## src/rtl/intra_acc_pkg.sv

```systemverilog
// -----------------------------------------------------------------------------
// intra_acc_pkg
// Shared constants and types for the intra angular tap accumulator.
//   LANES    : products per beat / samples per group
//   TAPS     : beats per group (filter length)
//   PW       : signed product width
//   BITDEPTH : output sample width
//   SHIFT    : normalisation shift (rounding offset = 1 << (SHIFT-1))
// -----------------------------------------------------------------------------
package intra_acc_pkg;

    localparam int LANES    = 8;
    localparam int TAPS     = 4;
    localparam int PW       = 16;
    localparam int BITDEPTH = 8;
    localparam int SHIFT    = 6;

    // Accumulator width that keeps the sum of `taps` products exact.
    function automatic int acc_width(input int pw, input int taps);
        return pw + $clog2(taps);
    endfunction

    // HOLD: the output register carries a vector not yet taken downstream.
    typedef enum logic {
        ACC  = 1'b0,
        HOLD = 1'b1
    } acc_state_e;

endpackage

```

## src/rtl/intra_tap_accumulator_if.sv

```systemverilog
// -----------------------------------------------------------------------------
// intra_tap_accumulator_if
// Product-beat input stream and sample-vector output stream.
//   in_valid/in_ready/in_last/in_prod : beat stream from the MCM stage
//   out_valid/out_ready/out_sample    : clipped prediction-sample vector
//   err                               : sticky group-length error
// master = the environment around the accumulator, slave = the accumulator.
// -----------------------------------------------------------------------------
interface intra_tap_accumulator_if;
    import intra_acc_pkg::*;

    logic                      in_valid;
    logic                      in_ready;
    logic                      in_last;
    logic [LANES*PW-1:0]       in_prod;
    logic                      out_valid;
    logic                      out_ready;
    logic [LANES*BITDEPTH-1:0] out_sample;
    logic                      err;

    modport master (
        output in_valid, in_last, in_prod, out_ready,
        input  in_ready, out_valid, out_sample, err
    );

    modport slave (
        input  in_valid, in_last, in_prod, out_ready,
        output in_ready, out_valid, out_sample, err
    );

endinterface

```

## src/rtl/intra_round_clip.sv

```systemverilog
// -----------------------------------------------------------------------------
// intra_round_clip
// Combinational per-lane rounding, arithmetic normalising shift and clip to
// an unsigned sample.
//   sum_i    : signed lane sum (AW bits)
//   sample_o : clipped unsigned sample (BITDEPTH bits)
// -----------------------------------------------------------------------------
module intra_round_clip #(
    parameter int AW       = 18,
    parameter int SHIFT    = 6,
    parameter int BITDEPTH = 8
) (
    input  logic signed [AW-1:0]       sum_i,
    output logic        [BITDEPTH-1:0] sample_o
);

    // One guard bit so adding the offset to the largest exact sum cannot wrap.
    localparam int RW = AW + 1;
    localparam logic signed [RW-1:0] OFFSET = RW'(2 ** (SHIFT - 1));
    localparam logic signed [RW-1:0] MAXV   = RW'((2 ** BITDEPTH) - 1);

    logic signed [RW-1:0] biased;
    logic signed [RW-1:0] shifted;

    // NOTE: every output of a combinational block gets a value on every path
    // (default first); a missing branch would infer a latch.
    always_comb begin
        biased   = {sum_i[AW-1], sum_i} + OFFSET;
        shifted  = biased >>> SHIFT;
        sample_o = shifted[BITDEPTH-1:0];
        if (shifted[RW-1]) begin
            sample_o = '0;
        end else if (shifted > MAXV) begin
            sample_o = '1;
        end
    end

endmodule

```

## src/rtl/intra_tap_accumulator.sv

```systemverilog
// -----------------------------------------------------------------------------
// intra_tap_accumulator
// Sums TAPS beats of LANES signed products per lane, then rounds, shifts and
// clips each lane; emits one registered sample vector per group.
//   clk   : clock, rising edge
//   rst_n : asynchronous active-low reset
//   bus   : intra_tap_accumulator_if.slave (beat stream in, vector out, err)
// Optional build macro: INTRA_ACC_TAPCHK_EN enables the per-group beat
// counter driving the sticky err flag; without it err is tied low.
// -----------------------------------------------------------------------------
module intra_tap_accumulator
    import intra_acc_pkg::*;
(
    input logic                   clk,
    input logic                   rst_n,
    intra_tap_accumulator_if.slave bus
);

    localparam int AW = acc_width(PW, TAPS);

    acc_state_e                state_q;
    logic                      start_q;
    logic [LANES*BITDEPTH-1:0] sample_q;
    logic signed [AW-1:0]      acc_q [LANES];
    logic signed [AW-1:0]      acc_d [LANES];
    logic signed [AW-1:0]      sum   [LANES];
    logic [LANES*BITDEPTH-1:0] result;
    logic                      beat_fire;
    logic                      last_fire;

    // Only a last beat can be stalled, and only by an undrained full output.
    assign bus.in_ready = !bus.in_valid || !bus.in_last || (state_q != HOLD) || bus.out_ready;
    assign beat_fire    = bus.in_valid && bus.in_ready;
    assign last_fire    = beat_fire && bus.in_last;

    for (genvar i = 0; i < LANES; i++) begin : g_lane
        logic [PW-1:0] prod;
        assign prod = bus.in_prod[i*PW +: PW];
        // A group start loads the product instead of adding to the old sum.
        assign sum[i] = (start_q ? '0 : acc_q[i]) + {{(AW-PW){prod[PW-1]}}, prod};

        intra_round_clip #(
            .AW       (AW),
            .SHIFT    (SHIFT),
            .BITDEPTH (BITDEPTH)
        ) u_round_clip (
            .sum_i    (sum[i]),
            .sample_o (result[i*BITDEPTH +: BITDEPTH])
        );
    end

    always_comb begin
        for (int i = 0; i < LANES; i++) begin
            acc_d[i] = acc_q[i];
            if (beat_fire) begin
                acc_d[i] = bus.in_last ? '0 : sum[i];
            end
        end
    end

    // NOTE: state registers use non-blocking assignments so every flop samples
    // the pre-edge values regardless of statement order.
    always_ff @(posedge clk or negedge rst_n) begin
        if (!rst_n) begin
            state_q  <= ACC;
            start_q  <= 1'b1;
            sample_q <= '0;
            // NOTE: the accumulators are plain flops, not a RAM, so they take
            // the reset and a mid-group reset drops the partial sum.
            for (int i = 0; i < LANES; i++) begin
                acc_q[i] <= '0;
            end
        end else begin
            acc_q <= acc_d;
            if (beat_fire) begin
                start_q <= bus.in_last;
            end
            // A new last beat overrides the drain, replacing the held vector.
            if (last_fire) begin
                state_q  <= HOLD;
                sample_q <= result;
            end else if (bus.out_ready) begin
                state_q  <= ACC;
            end
        end
    end

    assign bus.out_valid  = (state_q == HOLD);
    assign bus.out_sample = sample_q;

`ifdef INTRA_ACC_TAPCHK_EN
    localparam int CW = $clog2(TAPS + 1);

    logic [CW-1:0] cnt_q;
    logic [CW-1:0] cnt_next;
    logic          err_q;

    assign cnt_next = cnt_q + 1'b1;

    always_ff @(posedge clk or negedge rst_n) begin
        if (!rst_n) begin
            cnt_q <= '0;
            err_q <= 1'b0;
        end else if (beat_fire) begin
            if (bus.in_last) begin
                cnt_q <= '0;
                if (cnt_next != CW'(TAPS)) begin
                    err_q <= 1'b1;
                end
            end else begin
                cnt_q <= cnt_next;
                // TAPS-th beat without in_last: the group is already too long.
                if (cnt_next == CW'(TAPS)) begin
                    err_q <= 1'b1;
                end
            end
        end
    end

    assign bus.err = err_q;
`else
    assign bus.err = 1'b0;
`endif

endmodule
```

## src/flat_wrapper.sv

```systemverilog
// flat-port wrapper written by rule: the top's interface ports become plain ports
module intra_tap_accumulator_flat import intra_acc_pkg::*;
  (clk, rst_n, bus_in_valid, bus_in_last, bus_in_prod, bus_out_ready, bus_in_ready, bus_out_valid, bus_out_sample, bus_err);
  intra_tap_accumulator_if bus_i ();
  input logic clk;
  input logic rst_n;
  input wire logic [$bits(bus_i.in_valid)-1:0] bus_in_valid;
  input wire logic [$bits(bus_i.in_last)-1:0] bus_in_last;
  input wire logic [$bits(bus_i.in_prod)-1:0] bus_in_prod;
  input wire logic [$bits(bus_i.out_ready)-1:0] bus_out_ready;
  output wire logic [$bits(bus_i.in_ready)-1:0] bus_in_ready;
  output wire logic [$bits(bus_i.out_valid)-1:0] bus_out_valid;
  output wire logic [$bits(bus_i.out_sample)-1:0] bus_out_sample;
  output wire logic [$bits(bus_i.err)-1:0] bus_err;
  assign bus_i.in_valid = bus_in_valid;
  assign bus_i.in_last = bus_in_last;
  assign bus_i.in_prod = bus_in_prod;
  assign bus_i.out_ready = bus_out_ready;
  assign bus_in_ready = bus_i.in_ready;
  assign bus_out_valid = bus_i.out_valid;
  assign bus_out_sample = bus_i.out_sample;
  assign bus_err = bus_i.err;
  intra_tap_accumulator u_core (.clk(clk), .rst_n(rst_n), .bus(bus_i));
endmodule
```

## config.mk

```make
export PLATFORM = sky130hd
export DESIGN_NAME = intra_tap_accumulator_flat
export DESIGN_NICKNAME = d
export VERILOG_FILES = /design/src/rtl/intra_acc_pkg.sv /design/src/rtl/intra_tap_accumulator_if.sv /design/src/rtl/intra_round_clip.sv /design/src/rtl/intra_tap_accumulator.sv /design/src/flat_wrapper.sv
export SDC_FILE = /design/constraint.sdc
export NUM_CORES = 1
export LEC_CHECK = 0
export BUFFER_PORTS_ARGS = -buffer_cell sky130_fd_sc_hd__buf_2
export CELL_PAD_IN_SITES_DETAIL_PLACEMENT = 1
export CELL_PAD_IN_SITES_GLOBAL_PLACEMENT = 1
export CORE_AREA = 2 2 258 158
export DETAILED_ROUTE_END_ITERATION = 16
export DIE_AREA = 0 0 260 160
export GPL_TIMING_DRIVEN = 0
export PLACE_DENSITY = 0.85
export SYNTH_ARGS = -nofsm -noshare
export SYNTH_HDL_FRONTEND = slang
export SYNTH_SLANG_ARGS = --single-unit
```

## constraint.sdc

```tcl
create_clock -name clk -period 5.62 [get_ports clk]
set_input_delay 1.124 -clock clk [delete_from_list [all_inputs] [get_ports clk]]
set_output_delay 1.124 -clock clk [all_outputs]
set_load 0.02 [all_outputs]
```

==> results_dict.tcl <==
set metrics [dict create \
    min_period_ns 5.54 \
    end_kind "flip-flop" \
    clkSinkCount 210 \
    yosys.area_share.simple_pct 22.2 \
    wl_per_cell_um 23.9 \
    syn_inst 2070 \
    syn_avg_cell_area_um2 8.65 \
    place_inst 2799 \
    finalSetupViolCount 0 \
    drc_errors 0 \
    vdd_drop_max_mv 0.281 \
    synth_area_um2 17900 \
    synth_warnings 0 \
    fin_nets 2579 \
    max_freq_mhz 180 \
    start_util_pct 45.3 \
    worst_path_largest_cell_delay_ns 0.85 \
    hpwl_um 51700 \
    muxShareOfSynthArea_pct 0.454 \
    crit_arrival_ns 6.02 \
    clock_latency_ns 0.56 \
    num_vias 18198 \
    routabilityCongestion 0.959 \
    crit_family "compound AO/OA/AOI/OAI gates" \
    tns_ns 0 \
    fp.dieW_um 260 \
    synthTopCellsByCount "dfrtp_1, nand2_1, nor2b_1" \
    layout-drive-gt1-share_pct 13.3 \
    cp_slowest_cell "dfstp_2" \
    placed_area_um2 19600 \
    drt_iter0_drc 1802 \
    synth_area_leaders "dfrtp_1, ha_1, nor2b_1" \
    synth-compound-area-share_pct 27.3 \
    synthArstFlopShare_pct 100 \
    synthAdderAreaFrac_pct 11.0 \
    avgViaCountPerCell 6.38 \
    grt_setup_unrepaired "yes" \
    crit_required_ns 6.10 \
    clkTransAtPathRegs_ns 0.07 \
    die-area_um2 41600 \
    area_growth_pct 14.6 \
    crit_fanout 10 \
    cts_buffers 25 \
    cts-root-buf "clkbuf_16" \
    yosysMostFrequentCell "dfrtp_1" \
    leakage_uw 0.00946 \
    antenna_found_initial 10 \
    yosys.area.top_type_share_pct 29.2 \
    tightestPinTransition_ns 1.28 \
    fin_hold_ws_ns 0.468 \
    layoutNonFillerInstCount 2853 \
    drv_cap 0 \
    power_density_nw_per_um2 390 \
    syn_nets 2355 \
    grt_max_degree 110 \
    htreeDepth 1 \
    hold_violations 0 \
    final_core_util_pct 51.9 \
    grt_pass1_wl_um 106000 \
    period_share_pct 98.6 \
    ys_seq_area_share_pct 29.3 \
    path_class "reg -> reg" \
    hold_buffers 0 \
    synth-xor-area-share_pct 6.26 \
    clockBufferDepth 3 \
    hold_path_class "reg -> reg" \
    crit_buf_inv 3 \
    finalInstanceArea_um2 20500 \
    num_rows 57 \
    routed_wl_um 68300 \
    cpMostUsedCell "nor2b_1" \
    slew_viol_final 0 \
    postRouteAntennaNets 0 \
    status "complete, no violations" \
    ys.flop_type "dfrtp_1" \
    grt_usage_pct 32.2 \
    grt_overflow 0 \
    cts_tree "built" \
    cp_cell_sequence "clkbuf_2 -> clkbuf_1 -> nor2b_1 -> ha_1 -> inv_1 -> fa_1 -> nor2b_1 -> o31a_1 -> o2111ai_1 -> nand2_1 -> xor2_1 -> nand4_1 -> nor4_2 -> a41oi_1 -> a211oi_4 -> a221o_1" \
    synth_area_leader_cell "dfrtp_1" \
    relSlewSlack_pct 13.5 \
    synth_seq_cells 210 \
    synth_top_family_by_area "compound AO/OA/AOI/OAI gates" \
    dr.pass1.iters 5 \
    first_global_vias 18501 \
    synthDistinctLibCells 97 \
    port_buffers 197 \
    die_h_um 160 \
    cp-start-kind "flip-flop" \
    fin_skew_ns 0.0174 \
    synth_edf_count 0 \
    coreArea_um2 39600 \
    ioPinCount 200 \
    cts_setup_buffers 0 \
]
logic make-up after synthesis:
| kind of cell | count (synthesis) |
|---|---|
| xor gates and xnor gates | 128 |
| muxes | 8 |
| buffers and inverters | 162 |
| DFF | 210 |
| and+or+nand+nor | 747 |
| other | 1 |
| AOI/OAI and AO/OA | 662 |
| adders and majority gates | 152 |
sequential cells by signal, summed over array words and instances (netlist names):
signal and flops:
u_core.acc_q 144, u_core.bus.out_sample 64, u_core.bus.out_valid 1, u_core.start_q 1
final cells by class:
cell class                 count  area [µm²]
antenna                        9        22.5
sequential                   210        5260
inverter                      64         240
multi-input combinational   1698       12100
tap                          531         664
clock inverter                 6        88.8
fill                        4780       19100
clock buffer                  40         742
timing repair buffer         198        1020
buffer                        97         398
per-layer routing:
layer / vias up / share of wire, % / global-route usage [%]
li1: 8177 / - / -
met1: 9165 / 47 / 47.5
met2: 713 / 43 / 47.4
met3: 143 / 7.5 / 5.56
met4: 0 / 3.4 / 10.3
met5: - / 0 / 0
stage by stage:
step,total power (µW),worst slack [ns]
after floorplan,4920,1.25
after global placement,5930,-0.502
after detailed placement,6150,-0.692
after CTS,7910,0.0367
after global routing,8450,-0.133
final,8000,0.0795
cells in the final DEF (no fill, tap or decap), drive strengths merged, types with 37 or more instances in the layout:
cell type	synthesis	layout
o21ai	110	110
nand3	43	43
a211oi	38	38
o21a	37	37
a21oi	96	96
buf	12	210
xnor2	76	76
xor2	52	52
a22o	74	74
nand2	193	193
ha	144	144
clkbuf	86	125
nor2	108	108
inv	64	65
a21o	43	43
nor2b	168	168
dfrtp	209	209
worst reg2reg max path, cell delays in order (launching register included):
cell and delay [ns]:
dfstp_2 0.85, clkbuf_2 0.39, clkbuf_1 0.50, nor2b_1 0.15
ha_1 0.26, inv_1 0.09, fa_1 0.22, nor2b_1 0.09
o31a_1 0.28, o2111ai_1 0.31, nand2_1 0.14, xor2_1 0.44
nand4_1 0.34, nor4_2 0.41, a41oi_1 0.28, a211oi_4 0.51
a221o_1 0.21
power breakdown:
group	total (µW)	leakage, µW	switching (µW)	internal (µW)
combinational	4060	0.00641	2520	1540
clock	1720	0.000399	729	995
sequential	2210	0.00265	276	1940
what timing repair did:
item / 4_1_cts / 5_1_grt
endpoints found under the hold margin: 0 / 0
cloned: 0 / 0
gates resized for setup: 6 / 26
endpoints found under the setup margin: 64 / 54
path summary, 6_finish.rpt:
| kind | from | endpoint | slack (ns) | cells after the start |
|---|---|---|---|---|
| setup / recovery | u_core.start_q | u_core.bus.out_sample[34] | 0.08 | 16 |
| hold / removal | u_core.acc_q[126] | u_core.acc_q[126] | 0.47 | 2 |
| setup reg to reg | u_core.start_q | u_core.bus.out_sample[34] | 0.08 | 16 |
| hold reg to reg | u_core.acc_q[126] | u_core.acc_q[126] | 0.47 | 2 |
| max in group asynchronous | rst_n | u_core.acc_q[13] | 3.94 | 2 |
| min in group asynchronous | rst_n | u_core.acc_q[99] | 0.61 | 1 |
(Power assumes the default switching activity.)
